--- config.mk ---
export PLATFORM = sky130hd
export DESIGN_NAME = alu_exec_unit
export DESIGN_NICKNAME = d
export VERILOG_FILES = /design/src/rtl/alu_exec_unit.sv
export SDC_FILE = /design/constraint.sdc
export NUM_CORES = 1
export LEC_CHECK = 0
export BUFFER_PORTS_ARGS = -buffer_cell sky130_fd_sc_hd__buf_2
export CAP_MARGIN = 20
export CORE_ASPECT_RATIO = 1.5
export CORE_MARGIN = 2
export CORE_UTILIZATION = 60
export DETAILED_ROUTE_END_ITERATION = 12
export PLACE_DENSITY = 0.83
export RECOVER_POWER = 50
export SLEW_MARGIN = 10
export SYNTH_ARGS = -nofsm -noshare
export SYNTH_HDL_FRONTEND = slang
export SYNTH_SLANG_ARGS = --single-unit
--- constraint.sdc ---
create_clock -name clk -period 5.1 [get_ports clk]
set_input_delay 1.02 -clock clk [delete_from_list [all_inputs] [get_ports clk]]
set_output_delay 1.02 -clock clk [all_outputs]
set_load 0.02 [all_outputs]
--- src/rtl/alu_exec_unit.sv ---
// Multi-cycle RV32-style ALU: single-cycle arithmetic/logic ops, shifts iterate one bit per cycle.
// Valid/ready handshake on both sides; flush aborts any in-flight operation.
module alu_exec_unit #(
  parameter int XLEN = 32
) (
  input  logic            clk,
  input  logic            rst_n,
  input  logic            flush,
  input  logic            in_valid,
  output logic            in_ready,
  input  logic [3:0]      alu_control,
  input  logic [XLEN-1:0] op_a,
  input  logic [XLEN-1:0] op_b,
  output logic            out_valid,
  input  logic            out_ready,
  output logic [XLEN-1:0] result,
  output logic            zero,
  output logic            illegal
);

  localparam int SHW = $clog2(XLEN);

  typedef enum logic [1:0] {IDLE, SHIFT, DONE} state_t;

  state_t          state, state_next;
  logic [1:0]      shift_mode_q;
  logic [SHW-1:0]  cnt_q;
  logic [XLEN-1:0] res_q;
  logic            illegal_q;

  logic            accept;
  logic            is_shift;
  logic [SHW-1:0]  shamt;
  logic [XLEN-1:0] alu_out;
  logic            alu_illegal;

  assign shamt    = op_b[SHW-1:0];
  assign accept   = in_valid && in_ready && !flush;
  assign is_shift = (alu_control == 4'b0001) || (alu_control == 4'b0101) ||
                    (alu_control == 4'b1101);

  // Shift codes land here only with shamt == 0, so they pass op_a through.
  always_comb begin
    alu_out     = '0;
    alu_illegal = 1'b0;
    case (alu_control)
      4'b0000: alu_out = op_a + op_b;
      4'b1000: alu_out = op_a - op_b;
      4'b0001, 4'b0101, 4'b1101: alu_out = op_a;
      4'b0010: alu_out = {{(XLEN-1){1'b0}}, ($signed(op_a) < $signed(op_b))};
      4'b1010: alu_out = {{(XLEN-1){1'b0}}, !($signed(op_a) < $signed(op_b))};
      4'b0011: alu_out = {{(XLEN-1){1'b0}}, (op_a < op_b)};
      4'b1011: alu_out = {{(XLEN-1){1'b0}}, !(op_a < op_b)};
      4'b0100: alu_out = op_a ^ op_b;
      4'b1100: alu_out = {{(XLEN-1){1'b0}}, (op_a == op_b)};
      4'b0110: alu_out = op_a | op_b;
      4'b0111: alu_out = op_a & op_b;
      4'b1001: alu_out = op_a + XLEN'(4);
      default: alu_illegal = 1'b1;
    endcase
  end

  always_ff @(posedge clk or negedge rst_n) begin
    if (!rst_n) state <= IDLE;
    else        state <= state_next;
  end

  always_comb begin
    state_next = state;
    if (flush) begin
      state_next = IDLE;
    end else begin
      case (state)
        IDLE:    if (accept) state_next = (is_shift && shamt != '0) ? SHIFT : DONE;
        SHIFT:   if (cnt_q == SHW'(1)) state_next = DONE;
        DONE:    if (out_ready) state_next = IDLE;
        default: state_next = IDLE;
      endcase
    end
  end

  always_comb begin
    in_ready  = (state == IDLE);
    out_valid = (state == DONE);
  end

  // res_q doubles as the shift accumulator; the SRA sign is its own MSB, which never changes.
  always_ff @(posedge clk or negedge rst_n) begin
    if (!rst_n) begin
      shift_mode_q <= '0;
      cnt_q        <= '0;
      res_q        <= '0;
      illegal_q    <= 1'b0;
    end else if (!flush) begin
      if (accept) begin
        shift_mode_q <= alu_control[3:2];
        illegal_q    <= alu_illegal;
        if (is_shift && shamt != '0) begin
          res_q <= op_a;
          cnt_q <= shamt;
        end else begin
          res_q <= alu_out;
          cnt_q <= '0;
        end
      end else if (state == SHIFT) begin
        cnt_q <= cnt_q - SHW'(1);
        if (!shift_mode_q[0])     res_q <= res_q << 1;
        else if (shift_mode_q[1]) res_q <= {res_q[XLEN-1], res_q[XLEN-1:1]};
        else                      res_q <= res_q >> 1;
      end
    end
  end

  assign result  = res_q;
  assign zero    = (res_q == '0);
  assign illegal = illegal_q;

endmodule

==> flow_summary.ini <==
[status]
run_status = finished with violations
failed_checks = max-capacitance violations, max-slew violations

[critical_path]
worst_setup_path_end_kind = register
crit_path_start_kind = input port
critical_path_required_ns = 5.25
cp_num_buf_inv = 2
crit_path_cell_trace = buf_2 -> inv_1 -> ha_1 -> a21oi_1 -> nand4b_1 -> a21oi_1 -> a41oi_1 -> o41ai_2 -> a41o_1 -> nor2_1 -> a2111oi_0 -> a22oi_1
worst_path_largest_cell_delay_ns = 0.57
cell_at_the_slowest_stage_of_the_critical_path = o41ai_2
worst-endpoint-arrival_ns = 4.22
cpMostUsedCell = a21oi_1
cpLargestDelayFamily = compound AO/OA/AOI/OAI gates
cp-startpoint = op_a[2]
reg2reg_from = state[1]
path_max_fanout = 10
timing_worst_setup_path_type = in -> reg

[sta]
post-route-min-period_ns = 4.07
clock.fmax_mhz = 245
finalSetupTns_ns = 0
clock-skew-final_ns = 0.00248
finalHoldWorstSlack_ns = 0.490
timing.final.crit_share_pct = 79.9
setup_viol = 0
count_of_final_hold_check_violations = 0
slew_headroom_pct = -42.5
report.final.slew_viol_count = 35
setup_repair_after_global_routing_missed_its_margin = false
setup_slack_ns = 1.03
worst-slew-pin-transition_ns = 2.14

[routing]
drtPass1Iterations = 6
avgRoutedWirePerCell_um = 22.6
via_total_after_detailed_routing = 10100
remaining_antenna_violation_count_after_routing = 0
route.final.wire_length_um = 32900
drt_drc_violations_left = 0
drtIter0Drc = 914
viasPerCell = 6.96

[synthesis]
yosys_warnings = 0
post_synth_num_cell_types = 83
synthDominantAreaCellType = ha_1
synth_top_cells_by_area = ha_1, dfrtp_1, a21oi_1
postSynthNetCount = 1381
asyncSetResetFlopFracSynth_pct = 100
ys_seq_area_share_pct = 12.3
yosysTopAreaCellShare_pct = 15.5
number_of_flops_mapped_to_enable_cells_by_yosys = 0
syn_inst_count = 1200
post_synth_instance_area_mm2 = 0.00857
ys_ff_latch = 42
synth_area_per_cell_um2 = 7.14
synth_flop_cell = dfrtp_1

[cts]
cts_setup_buffers = 0
clk_latency_ns = 0.29
clock_transition_at_path_regs_ns = 0.07
cts-htree-levels = 2
post_cts_hold_buffer_count = 0
cts_buf_count = 5
cts_tree = done
clock_sinks = 42
clock_tree.buffer_depth = 2
cts.repair.resized = 0
cts_root_buffer = clkbuf_16

[floorplanning]
fp.dieH_um = 150
start_util_pct = 61.2
die_area_mm2 = 0.0153
boundaryPins = 109
floorplan.rows = 53
floorplan.die.width_um = 102
placeableCoreArea_mm2 = 0.0140

[layout]
nets = 1445
proportion_of_layout_cells_with_a_drive_suffix_above_1_pct = 13.4
layout.cells.most_common_list = a21oi_1, ha_1, inv_1
multi_input_area_mm2 = 0.00684
area_added_between_synthesis_and_finish_pct = 9.75
layout.cells.most_common = a21oi_1
fillCellCount = 1295
ff_latch_area_mm2 = 0.00105

[hold_path]
worstHoldPathType = reg -> reg
min-delay-start = illegal

[place]
buffer_ports.inserted = 108
globalplace.congestion = 1.08
dp_slack_ns = 0.833
detailedPlacementHpwl_um = 24900

[power]
totalPowerFinal_mw = 2.15
ir_drop_worst_case_vdd_mv = 0.152
pwr_density_cell_mw_per_mm2 = 228
cellLeakagePower_nw = 4.08

[global_routing]
overflow_left_after_global_routing = 0
grt_util_all_layers_pct = 43.1
antenna_violations_before_repair = 2
grt_first_pass_wirelength_um = 51600
grt_pass1_vias = 9601
largest_net_degree_at_the_start_of_global_routing = 43

[job]
drv.max_cap_violation_count = 1
==> path summary, 6_finish.rpt <==
path / end / slack, ns / cells past startpoint
worst min-delay path: illegal / 0.49 / 2
min in group asynchronous: result[10] / 0.64 / 1
worst max-delay path: result[22] / 1.03 / 12
worst min register to register: illegal / 0.49 / 2
worst max register to register: result[22] / 2.29 / 8
max in group asynchronous: state[1] / 2.11 / 2
==> Yosys cell counts (13+ instances only) <==
cell type,instances
inv_1,101
dfrtp_1,42
clkbuf_1,65
mux2_2,18
nand3_1,26
a21oi_1,115
xnor2_1,44
nor3_1,40
nand2_1,86
a221oi_1,35
a21o_1,15
nor2_1,93
nor2b_1,20
nand4_1,15
o31ai_1,13
o21ai_0,73
nor4_1,18
o221ai_1,16
o211ai_1,24
o22ai_1,22
ha_1,106
==> report_power, final <==
group	internal [mW]	leakage [nW]	switching (mW)
Clock	0.230	0.0836	0.148
Combinational	0.449	3.49	0.757
Sequential	0.425	0.512	0.138
==> final cells by class <==
| type | count | area share (%) |
|---|---|---|
| multi-input combinational | 976 | 72.7 |
| inverter | 105 | 4.19 |
| timing repair buffer | 134 | 7.61 |
| antenna | 1 | 0.0266 |
| sequential | 42 | 11.2 |
| clock inverter | 3 | 0.426 |
| clock buffer | 5 | 1.33 |
| tap | 192 | 2.55 |
==> per-layer routing <==
metal  vias to the layer above  part of all wire [%]  GRT usage [%]
li1                       4590                     -              -
met1                      4711                    37           54.0
met4                         2                   6.2           24.9
met2                       682                    46           69.0
met5                         -                 0.030              0
met3                       164                    11           7.38
==> worst reg2reg max path, delay by kind of cell (launching register included) <==
family,cells,cell delay [ns]
flip-flops,1,0.42
AO/OA/AOI/OAI,6,1.66
AND/OR/NAND/NOR,1,0.30
buffers and inverters,1,0.30
==> sequential cells by signal, indices dropped and copies added, names as in the netlist <==
name / cells
cnt_q: 5
state: 2
shift_mode_q: 2
result: 32
illegal: 1
==> cell families after synthesis <==
logic type,count (synthesis),synth area share (%)
flip-flops,42,12.3
multiplexers,30,3.77
buffers and inverters,182,8.10
adder cells (fa/ha/maj),108,15.9
AO/OA/AOI/OAI,437,34.5
XOR/XNOR,45,4.60
AND/OR/NAND/NOR,356,20.8
==> through the flow <==
step,std cells,util [%],instance area (um^2)
global route,1457,67.2,9400
detailed placement,1447,66.0,9240
floorplan,1200,-,8570
CTS,1455,67.2,9410
finish,1458,67.2,9400
global placement,1447,66.0,9240
No activity file was read; power rests on OpenSTA's default activity.
